**config.mk**
```make
export PLATFORM = sky130hd
export DESIGN_NAME = regbank_sb
export DESIGN_NICKNAME = d
export VERILOG_FILES = /design/src/rtl/regbank_pkg.sv /design/src/rtl/regbank_sb_rdport.sv /design/src/rtl/regbank_sb.sv
export SDC_FILE = /design/constraint.sdc
export NUM_CORES = 1
export LEC_CHECK = 0
export CAP_MARGIN = 20
export CELL_PAD_IN_SITES_DETAIL_PLACEMENT = 0
export CELL_PAD_IN_SITES_GLOBAL_PLACEMENT = 2
export CORE_UTILIZATION = 40
export CTS_BUF_LIST = sky130_fd_sc_hd__clkbuf_2 sky130_fd_sc_hd__clkbuf_4 sky130_fd_sc_hd__clkbuf_8
export CTS_CLUSTER_DIAMETER = 40
export DETAILED_ROUTE_END_ITERATION = 16
export DONT_BUFFER_PORTS = 1
export GPL_TIMING_DRIVEN = 0
export PLACE_DENSITY_LB_ADDON = 0.12
export SLEW_MARGIN = 5
export SYNTH_ARGS = -nofsm -noshare
export SYNTH_HDL_FRONTEND = slang
export SYNTH_SLANG_ARGS = --single-unit
```
**constraint.sdc**
```tcl
create_clock -name clk -period 6.14 [get_ports clk]
set_input_delay 0.614 -clock clk [delete_from_list [all_inputs] [get_ports clk]]
set_output_delay 0.614 -clock clk [all_outputs]
set_load 0.1 [all_outputs]
```
**src/rtl/regbank_pkg.sv**
```systemverilog
// regbank_pkg: shared defaults and reset value for the scoreboarded register bank
package regbank_pkg;
    localparam int   DEF_NUM_REGS = 8;
    localparam int   DEF_DATA_W   = 32;
    localparam logic RST_BIT      = 1'b0;
endpackage

```
**src/rtl/regbank_sb_rdport.sv**
```systemverilog
// regbank_sb_rdport: one combinational read port with range check and write bypass
// Ports: rd_addr in; regs/busy state in; wr_en (already qualified)/wr_addr/wr_data in;
//        rsv_set/rsv_addr (effective reserve) in; rd_data/rd_busy out.
module regbank_sb_rdport
    import regbank_pkg::*;
#(
    parameter int NUM_REGS = DEF_NUM_REGS,
    parameter int DATA_W   = DEF_DATA_W,
    parameter int ADDR_W   = $clog2(NUM_REGS),
    parameter int BYPASS   = 1
) (
    input  logic [ADDR_W-1:0]   rd_addr,
    input  logic [DATA_W-1:0]   regs [NUM_REGS],
    input  logic [NUM_REGS-1:0] busy,
    input  logic                wr_en,
    input  logic [ADDR_W-1:0]   wr_addr,
    input  logic [DATA_W-1:0]   wr_data,
    input  logic                rsv_set,
    input  logic [ADDR_W-1:0]   rsv_addr,
    output logic [DATA_W-1:0]   rd_data,
    output logic                rd_busy
);
    logic in_range;
    logic hit;
    always_comb begin
        in_range = 32'(rd_addr) < NUM_REGS;
        hit      = (BYPASS != 0) && wr_en && (wr_addr == rd_addr);
        rd_data  = !in_range ? {DATA_W{RST_BIT}} : hit ? wr_data : regs[rd_addr];
        // a forwarded write clears busy unless a new producer claims it the same cycle
        rd_busy  = in_range && (hit ? (rsv_set && rsv_addr == rd_addr && busy[rd_addr]) : busy[rd_addr]);
    end
endmodule

```
**src/rtl/regbank_sb.sv**
```systemverilog
// regbank_sb: NUM_REGS x DATA_W register bank, 2 read ports, 1 write port, busy scoreboard
// Ports: clk, rst_n (async active-low); wr_en/wr_addr/wr_data write port;
//        rd_addrN -> rd_dataN/rd_busyN read ports; rsv_en/rsv_addr -> rsv_ack reserve;
//        busy_cnt registered count of busy registers.
// Option: REGBANK_ZERO_REG_EN makes register 0 read as zero and never busy.
module regbank_sb
    import regbank_pkg::*;
#(
    parameter  int NUM_REGS = DEF_NUM_REGS,
    parameter  int DATA_W   = DEF_DATA_W,
    parameter  int BYPASS   = 1,
    localparam int ADDR_W   = $clog2(NUM_REGS)
) (
    input  logic              clk,
    input  logic              rst_n,
    input  logic              wr_en,
    input  logic [ADDR_W-1:0] wr_addr,
    input  logic [DATA_W-1:0] wr_data,
    input  logic [ADDR_W-1:0] rd_addr1,
    output logic [DATA_W-1:0] rd_data1,
    output logic              rd_busy1,
    input  logic [ADDR_W-1:0] rd_addr2,
    output logic [DATA_W-1:0] rd_data2,
    output logic              rd_busy2,
    input  logic              rsv_en,
    input  logic [ADDR_W-1:0] rsv_addr,
    output logic              rsv_ack,
    output logic [ADDR_W:0]   busy_cnt
);
`ifdef REGBANK_ZERO_REG_EN
    localparam bit ZERO_REG = 1'b1;
`else
    localparam bit ZERO_REG = 1'b0;
`endif

    logic [DATA_W-1:0]   regs_q [NUM_REGS];
    logic [DATA_W-1:0]   regs_d [NUM_REGS];
    logic [NUM_REGS-1:0] busy_q, busy_d;
    logic [ADDR_W:0]     busy_cnt_q, busy_cnt_d;
    logic                wr_ok, rsv_set, rsv_zero;

    always_comb begin
        wr_ok    = wr_en && 32'(wr_addr) < NUM_REGS && !(ZERO_REG && wr_addr == '0);
        rsv_zero = ZERO_REG && rsv_addr == '0;
        // a same-cycle write to the reserved register releases it, so the reserve may proceed
        rsv_ack  = rsv_en && 32'(rsv_addr) < NUM_REGS &&
                   (rsv_zero || !busy_q[rsv_addr] || (wr_en && wr_addr == rsv_addr));
        rsv_set  = rsv_ack && !rsv_zero;
        for (int i = 0; i < NUM_REGS; i++) begin
            regs_d[i] = (wr_ok && 32'(wr_addr) == i) ? wr_data : regs_q[i];
            // reserve is applied after release so the new producer wins a collision
            busy_d[i] = (rsv_set && 32'(rsv_addr) == i) || (busy_q[i] && !(wr_ok && 32'(wr_addr) == i));
        end
        busy_cnt_d = (ADDR_W+1)'($countones(busy_d));
    end

    always_ff @(posedge clk or negedge rst_n) begin
        if (!rst_n) begin
            regs_q     <= '{default: {DATA_W{RST_BIT}}};
            busy_q     <= '0;
            busy_cnt_q <= '0;
        end else begin
            regs_q     <= regs_d;
            busy_q     <= busy_d;
            busy_cnt_q <= busy_cnt_d;
        end
    end

    assign busy_cnt = busy_cnt_q;

    regbank_sb_rdport #(.NUM_REGS(NUM_REGS), .DATA_W(DATA_W), .ADDR_W(ADDR_W), .BYPASS(BYPASS)) u_rd1 (
        .rd_addr (rd_addr1), .regs(regs_q), .busy(busy_q),
        .wr_en   (wr_ok), .wr_addr(wr_addr), .wr_data(wr_data),
        .rsv_set (rsv_set), .rsv_addr(rsv_addr),
        .rd_data (rd_data1), .rd_busy(rd_busy1)
    );

    regbank_sb_rdport #(.NUM_REGS(NUM_REGS), .DATA_W(DATA_W), .ADDR_W(ADDR_W), .BYPASS(BYPASS)) u_rd2 (
        .rd_addr (rd_addr2), .regs(regs_q), .busy(busy_q),
        .wr_en   (wr_ok), .wr_addr(wr_addr), .wr_data(wr_data),
        .rsv_set (rsv_set), .rsv_addr(rsv_addr),
        .rd_data (rd_data2), .rd_busy(rd_busy2)
    );
endmodule

```
# Yosys cells after proc, flatten, opt, wreduce, memory -nomap -nowiden
# Cells that the tools add are included.
# op_classes
n_eq_ne,19
n_lt_le_gt_ge,5
n_bitwise,2
n_reduce_logical,52
muxes,16
add_sub_neg,7
# op_table
operator,n
binary-select mux 32 bit (select 3 bit),2
2-to-1 mux 32 bit,6
logical AND 1 bit,32
"equality test 3 bit, second input constant",8
equality test 3 bit,5
"equality test 3 x 2 -> 1 bit, second input constant",4
"< comparator 3 x 4 -> 1 bit, second input constant",3
binary-select mux 1 bit (select 3 bit),3
logical NOT 1 bit,9
logical OR 1 bit,9
adder 1 x 1 -> 2 bit,4
">= comparator 4 bit, second input constant",2
inverter 3 -> 4 bit,2
adder 2 x 2 -> 3 bit,2
"equality test 3 x 1 -> 1 bit, second input constant",2
logical NOT 3 bit,2
2-to-1 mux 1 bit,5
adder 3 x 3 -> 4 bit,1
# totals
regBits,268
output_inout_bits,71

# Depth between registers and ports, before layout
# Gate-level depths: netlist (run 1).
# depth
ltp_word,10
mapped_depth,15
ltp_nobuf,13

# Cells and area by module
# From an unflattened synthesis (run 1), not the netlist that was laid out.
# unflattened
hier_cells,950
hier_area_um2,15947.8
# modules_own_cells
module,area_each_um2,seq_area_each_um2,instances,cells_each
regbank_sb,10925.5,6706.4,1,624
regbank_sb_rdport,2511.2,0.0,2,163

# Least setup slack after synthesis (run 1)
# OpenSTA, ideal clock, no wires.
# synth_timing
path_kind,in2reg
from,input port rsv_addr[0]
to,"register busy_cnt_q[2], in the netlist busy_cnt[2]"
setup_ps,122
t_arrival_ps,4125
n_path_buf,2
cell_stages,14
path_slack_ps,1893
path_cell_list,buf_6 > mux4_2 > o211ai_2 > buf_6 > a32oi_1 > fa_1 > inv_1 > fa_1 > inv_1 > fa_1 > inv_1 > ha_1 > fa_1 > xor2_1
# synth_via
elab_chain_len,10
word_cells_on_any_way,38
cone_classes,7 x add/sub; 8 x eq/ne; 2 x mux; 21 x reduce/logical
# synth_lines
element,line,text
start: declaration,regbank_sb.sv:26,"input logic [ADDR_W-1:0] rsv_addr,"
binary-select mux 1 bit (select 3 bit),regbank_sb.sv:47,(rsv_zero || !busy_q[rsv_addr] || (wr_en && wr_addr == rsv_addr));
2-to-1 mux 1 bit (not written as such),regbank_sb.sv:47,
logical NOT 1 bit,regbank_sb.sv:47,
logical OR 1 bit,regbank_sb.sv:47,
logical AND 1 bit,regbank_sb.sv:46,rsv_ack = rsv_en && 32'(rsv_addr) < NUM_REGS &&
logical AND 1 bit,regbank_sb.sv:52,busy_d[i] = (rsv_set && 32'(rsv_addr) == i) || (busy_q[i] && !(wr_ok && 32'(wr_addr) == i));
logical OR 1 bit,regbank_sb.sv:52,
adder 1 x 1 -> 2 bit (not written as such),regbank_sb.sv:54,busy_cnt_d = (ADDR_W+1)'($countones(busy_d));
adder 2 x 2 -> 3 bit (not written as such),regbank_sb.sv:54,
adder 3 x 3 -> 4 bit (not written as such) *,regbank_sb.sv:54,
net busy_cnt_d[2],regbank_sb.sv:39,"logic [ADDR_W:0] busy_cnt_q, busy_cnt_d;"
end signal: assignment,regbank_sb.sv:65,busy_cnt_q <= busy_cnt_d;
end: declaration,regbank_sb.sv:39,
# The timed path passes the listed nets; every way through them passes the cells marked *. The select of a mux whose other input is x is not followed.
# A chain may end at the register's enable or synchronous reset.

# Worst setup path in the final report (run 1)
# layout_timing
from,register busy_q[3]
to,"register busy_cnt_q[2], in the netlist busy_cnt[2]"
# layout_via
elab_chain_len,10
word_cells_on_any_way,29
cone_classes,7 x add/sub; 2 x mux; 20 x reduce/logical
# layout_lines
element,line,text
start: declaration,regbank_sb.sv:38,"logic [NUM_REGS-1:0] busy_q, busy_d;"
start signal: assignment,regbank_sb.sv:64,busy_q <= busy_d;
binary-select mux 1 bit (select 3 bit),regbank_sb.sv:47,
2-to-1 mux 1 bit (not written as such),regbank_sb.sv:47,
logical NOT 1 bit,regbank_sb.sv:47,
logical OR 1 bit,regbank_sb.sv:47,
logical AND 1 bit,regbank_sb.sv:46,
logical AND 1 bit,regbank_sb.sv:52,
logical OR 1 bit,regbank_sb.sv:52,
adder 1 x 1 -> 2 bit (not written as such),regbank_sb.sv:54,
adder 2 x 2 -> 3 bit (not written as such),regbank_sb.sv:54,
adder 3 x 3 -> 4 bit (not written as such) *,regbank_sb.sv:54,
net busy_cnt_d[2],regbank_sb.sv:39,
# Marked as above.

==> results.json, run 1 <==
{
  "cts-buffers-inserted": 55,
  "p_leak_nw": 7.484,
  "htreeDepth": 2,
  "worst_r2r_path_depth": 13,
  "ant_nets": 0,
  "num_vias": 9580,
  "syn_avg_cell_area_um2": 14.30,
  "die_h_um": 196.1,
  "synth_seq_cells": 268,
  "cap_violations": 0,
  "cpLargestDelayFamily": "adder cells",
  "grt_usage_pct": 23.57,
  "post-place-cells": 1592,
  "vdd.ir_drop.worst_mv": 0.3389,
  "drc": 0,
  "routedWlPerCell_um": 25.50,
  "place.gp.congestion": 0.7429,
  "num_rows": 70,
  "grt_pass1_vias": 10060,
  "tightest_slew_ns": 1.202,
  "finalSetupTns_ns": 0,
  "min_path_type": "in2async",
  "fmax_ghz": 0.2394,
  "synth-seq-area-share_pct": 44.49,
  "initial_core_util_pct": 40.88,
  "synthMuxAreaShare_pct": 43.53,
  "clk_pin_slew_worst_paths_ns": 0.06,
  "pre_cts_ws_ns": 1.506,
  "power_density_nw_per_um2": 410.0,
  "drive_above_1_share_pct": 56.64,
  "cp_num_cells": 13,
  "synth_adder_area_share_pct": 0.7803,
  "r2r_slack_ns": 1.96,
  "rr_startpoint": "busy_q[3]",
  "grt_pass1_wl_um": 66140,
  "critical_path_required_ns": 6.65,
  "critPathLaunchType": "register",
  "post_drt_via_cell_ratio": 5.652,
  "ios": 119,
  "finalNonFillerCells": 1695,
  "cts.sinks": 268,
  "whs_ns": -0.3174,
  "die_x_um": 196.1,
  "synthXorXnorAreaFrac_pct": 0.9297,
  "synth_top_family_by_area": "multiplexers",
  "period_needed_ns": 4.177,
  "worstPathMaxFanout": 10,
  "worst_setup_path_endpoint": "busy_cnt[2]",
  "worst_r2r_endpoint": "busy_cnt[2]",
  "hold_violations": 268,
  "synth_nets": 1109,
  "syn-instance-count": 1054,
  "hpwl_um": 27240,
  "rsz0062_at_grt": "no",
  "critPathKind": "reg2reg",
  "cts_buffer_depth": 3,
  "nFillCells": 3300,
  "synth_area_leaders": "dfrtp_1 44%, mux4_2 20%, mux2_2 19%",
  "synthesis.area_um2": 15070,
  "clk_latency_ns": 0.62,
  "fp.coreArea_um2": 36870,
  "clock_skew_ns": 0.003509,
  "violations": "hold timing",
  "syn_to_final_growth_pct": 19.57,
  "synthSimpleGateAreaFrac_pct": 2.723,
  "synth_top_area_share_pct": 44.49,
  "drt-pass1-iter-count": 4,
  "slew_headroom_pct": 19.91,
  "status": "finished, violations left",
  "synth_cell_types": 30,
  "port_buffers": 0,
  "worstSetupStartpoint": "busy_q[3]",
  "synth_compound_area_share_pct": 3.229,
  "cts-root-buf": "clkbuf_8",
  "grt_max_degree": 269,
  "dieArea_um2": 38460,
  "cts_tree": "built",
  "antenna_found_initial": 2,
  "path_cells": "mux4_2 > o211ai_2 > buf_6 > a32oi_1 > fa_1 > inv_1 > fa_1 > inv_1 > fa_1 > inv_1 > ha_1 > fa_1 > xor2_1",
  "cpMostUsedCell": "fa_1",
  "cts_resized": 0,
  "crit_path_end_kind": "register",
  "grt_overflow": 0,
  "nets": 1202,
  "critPathMaxStageDelay_ns": 0.56,
  "slew_violations": 0,
  "setup_ws_ns": 1.963,
  "cp_data_arrival_time_ns": 4.69,
  "path_buf_inv": 4,
  "utilization_pct": 48.88,
  "dr.first_iter.drc_count": 412,
  "slowest_stage": "fa_1",
  "yosys.area.top_type": "dfrtp_1",
  "finalCritPeriodShare_pct": 68.03,
  "setup_viol_count_final": 0,
  "ys.warnings.count": 0,
  "wirelength_um": 43230
}
metal layers:
metal	part of all wire (%)	vias to the layer above	track usage [%]
li1	-	4171	-
met1	45	5120	33.21
met2	48	223	37.52
met3	5.1	62	4.504
met4	1.7	4	5.874
met5	0.062	-	0
flip-flops by register name, summed over array words and instances (netlist names):
register  flops
busy_q        8
regs_q      256
busy_cnt      4
synth_stat cells:
master	n
and2_1	6
xor2_1	7
a21oi_1	65
mux2i_1	66
nor2b_1	7
fa_1	4
clkbuf_1	15
clkbuf_2	17
mux2_2	254
buf_1	23
buf_2	50
a22oi_1	1
mux4_2	133
nor2_1	66
nand2_1	2
xnor2_1	9
a22o_1	2
dfrtp_1	268
buf_4	17
nor3_1	2
o211ai_2	1
mux2_1	4
inv_1	6
a32o_1	8
nand3_1	4
and3_1	3
a32oi_1	5
buf_6	2
ha_1	3
nand4_1	4
cell families (layout without fill, tap and decap cells):
logic type,Yosys count,in the layout
muxes,457,457
DFF,268,268
buffers and inverters,130,266
and+or+nand+nor,94,94
AOI/OAI and AO/OA,82,82
xor gates and xnor gates,16,16
adders and majority gates,7,7
other,0,1
cell type report:
type / instances / area [µm²] / area share [%]
Antenna cell: 1 / 2.502 / 0.01389
Buffer: 124 / 628.1 / 3.485
Timing Repair Buffer: 36 / 840.8 / 4.665
Inverter: 6 / 22.52 / 0.1250
Clock inverter: 16 / 172.7 / 0.9581
Multi-Input combinational cell: 656 / 7956 / 44.15
Tap cell: 504 / 630.6 / 3.499
Clock buffer: 84 / 1062 / 5.894
Sequential cell: 268 / 6706 / 37.21
how the worst min path moves through the flow:
stage | from | end | slack, ns | cells after the start
CTS | rst_n | regs_q[247] | -0.37 | 0
global placement | rst_n | regs_q[247] | 0.33 | 0
finish | rst_n | regs_q[253] | -0.32 | 0
floorplan | rst_n | busy_cnt[0] | 0.32 | 0
detailed placement | rst_n | regs_q[87] | 0.33 | 0
global route | rst_n | regs_q[215] | -0.35 | 0
layout by cell type (no fill, tap or decap), types with 2 or more instances in the layout:
master	n
a21oi_2	64
a22o_1	2
a32o_1	8
a32oi_1	5
and2_1	6
and3_1	3
buf_1	23
buf_16	24
buf_2	50
buf_4	17
buf_6	2
buf_8	12
bufinv_16	3
clkbuf_1	15
clkbuf_2	17
clkbuf_4	15
clkbuf_8	69
clkinv_2	7
clkinvlp_4	4
dfrtp_1	268
fa_1	4
ha_1	3
inv_1	6
mux2_1	4
mux2_2	254
mux2i_1	66
mux4_2	133
nand2_1	2
nand3_1	4
nand4_1	4
nor2_1	66
nor2b_1	7
nor3_1	2
xnor2_1	9
xor2_1	7
report_power, final:
group | switching [mW] | internal [mW] | total [mW] | leakage [nW]
Clock | 0.826 | 1.23 | 2.06 | 0.644
Combinational | 1.64 | 1.17 | 2.81 | 3.62
Sequential | 0.355 | 2.17 | 2.53 | 3.22
Total | 2.82 | 4.57 | 7.39 | 7.48
stage by stage:
stage / cell area (µm²) / hold WS (ns) / power [mW]
final: 18020 / -0.3174 / 7.389
after floorplan: 15070 / 0.3184 / 4.585
after detailed placement: 16750 / 0.3311 / 5.377
after global placement: 15700 / 0.3319 / 4.892
after CTS: 17990 / -0.3685 / 7.479
after global routing: 18020 / -0.3536 / 7.746
repair_timing:
| action | CTS | global route |
|---|---|---|
| endpoints found under the setup margin | 0 | 0 |
| buffers inserted | 0 | 0 |
| hold endpoints to repair | 268 | 268 |
Power figures use the tool's default switching activity.
==> run 2: changes to the inputs <==
- clock period: 6.14 -> 4.35 ns (I/O delays scaled with it)
==> results.json, run 2 (same netlist as run 1, synthesis figures left out) <==
{
  "status": "finished, violations left",
  "violations": "hold timing",
  "ant_nets": 0,
  "setup_viol_count_final": 0,
  "drt-pass1-iter-count": 4,
  "drive_above_1_share_pct": 56.64,
  "p_leak_nw": 7.485,
  "cts-root-buf": "clkbuf_8",
  "grt_overflow": 0,
  "critPathKind": "reg2reg",
  "critPathLaunchType": "register",
  "num_vias": 9562,
  "critPathMaxStageDelay_ns": 0.56,
  "syn_to_final_growth_pct": 19.61,
  "n_antenna_cell": 0,
  "num_rows": 70,
  "post-place-cells": 1592,
  "grt_pass1_vias": 10060,
  "finalSetupTns_ns": 0,
  "die_h_um": 196.1,
  "crit_path_end_kind": "register",
  "cts_setup_buffers": 0,
  "port_buffers": 0,
  "finalCritPeriodShare_pct": 94.63,
  "clk_latency_ns": 0.63,
  "final_area_um2": 18030,
  "whs_ns": -0.4932,
  "period_needed_ns": 4.117,
  "path_buf_inv": 4,
  "slew_headroom_pct": 19.99,
  "cts.sinks": 268,
  "cts_tree": "built",
  "vdd.ir_drop.worst_mv": 0.4784,
  "path_cells": "mux4_2 > o211ai_4 > buf_6 > a32oi_1 > fa_1 > inv_1 > fa_1 > inv_1 > fa_1 > inv_1 > ha_1 > fa_1 > xor2_1",
  "cpMostUsedCell": "fa_1",
  "cpLargestDelayFamily": "adder cells",
  "cts-buffers-inserted": 55,
  "finalNonFillerCells": 1694,
  "slew_violations": 0,
  "worst_r2r_path_depth": 13,
  "grt_pass1_wl_um": 66140,
  "placed_area_um2": 16750,
  "nets": 1202,
  "wirelength_um": 43300,
  "dieArea_um2": 38460,
  "slowest_stage": "fa_1",
  "critical_path_required_ns": 4.87,
  "initial_core_util_pct": 40.88,
  "htreeDepth": 2,
  "min_path_type": "in2async",
  "cts_buffer_depth": 3,
  "place.gp.congestion": 0.7429,
  "cp_data_arrival_time_ns": 4.63,
  "grt_max_degree": 269,
  "fp.coreArea_um2": 36870,
  "grt_usage_pct": 23.57,
  "cp_num_cells": 13,
  "clk_pin_slew_worst_paths_ns": 0.06,
  "cap_violations": 0,
  "worstPathMaxFanout": 10,
  "routedWlPerCell_um": 25.56,
  "largest_register": "regs_q",
  "fmax_ghz": 0.2429,
  "hold_violations": 268,
  "ios": 119,
  "layout_commonest_cell": "dfrtp_1",
  "rsz0062_at_grt": "no",
  "dr.first_iter.drc_count": 409,
  "largest_register_ffs": 256,
  "drc": 0,
  "power_density_nw_per_um2": 578.8,
  "antenna_found_initial": 2,
  "die_x_um": 196.1,
  "tightest_slew_ns": 1.201,
  "post_drt_via_cell_ratio": 5.645,
  "hpwl_um": 27240,
  "clock_skew_ns": 0.002939,
  "final_cell_mix": "268 x dfrtp_1, 254 x mux2_2, 133 x mux4_2, 69 x clkbuf_8"
}
run 2: layout make-up:
type | count | area, µm²
Tap cell | 504 | 630.6
Timing Repair Buffer | 36 | 840.8
Multi-Input combinational cell | 656 | 7965
Fill cell | 3299 | 18840
Sequential cell | 268 | 6706
Buffer | 124 | 628.1
Clock inverter | 16 | 172.7
Clock buffer | 84 | 1062
Inverter | 6 | 22.52
run 2: worst paths after layout:
check,to,slack [ns],start
hold reg to reg,regs_q[103],0.51,regs_q[103]
setup / recovery,busy_cnt[2],0.23,busy_q[3]
min in group clk,regs_q[148],0.20,wr_data[20]
max in group asynchronous,regs_q[45],4.32,rst_n
hold / removal,regs_q[247],-0.49,rst_n
setup reg to reg,busy_cnt[2],0.23,busy_q[3]
run 2: worst reg2reg max path, stage by stage, from the launching register on:
cell and delay, ns:
dfrtp_1 0.42, mux4_2 0.51, o211ai_4 0.29, buf_6 0.20, a32oi_1 0.13, fa_1 0.56, inv_1 0.05, fa_1 0.47
inv_1 0.05, fa_1 0.48, inv_1 0.04, ha_1 0.20, fa_1 0.44, xor2_1 0.15
run 2: stage by stage:
| stage | worst slack, ns | total power, mW | utilization, % |
|---|---|---|---|
| 2_1_floorplan | 0.2817 | 6.472 | - |
| 3_3_place_gp | -0.1482 | 6.905 | 42.59 |
| 3_5_place_dp | -0.1046 | 7.590 | 45.44 |
| 4_1_cts | 0.1581 | 10.56 | 48.79 |
| 5_1_grt | 0.03924 | 10.94 | 48.89 |
| 6_report | 0.2334 | 10.44 | 48.89 |
run 2: power breakdown:
| part | switching [mW] | internal [mW] | total [mW] |
|---|---|---|---|
| clock network | 1.17 | 1.74 | 2.90 |
| logic | 2.31 | 1.65 | 3.97 |
| registers | 0.502 | 3.06 | 3.57 |
run 2: timing repair:
action                                 CTS  global route
setup endpoints to repair                0             1
gates resized for setup                  0             1
endpoints found under the hold margin  268           268
run 2: routing by layer:
layer | GRT usage, % | vias to the layer above | share of wire [%]
li1 | - | 4164 | -
met1 | 33.21 | 5118 | 46
met2 | 37.52 | 215 | 48
met3 | 4.504 | 61 | 4.8
met4 | 5.874 | 4 | 1.7
met5 | 0 | - | 0.062
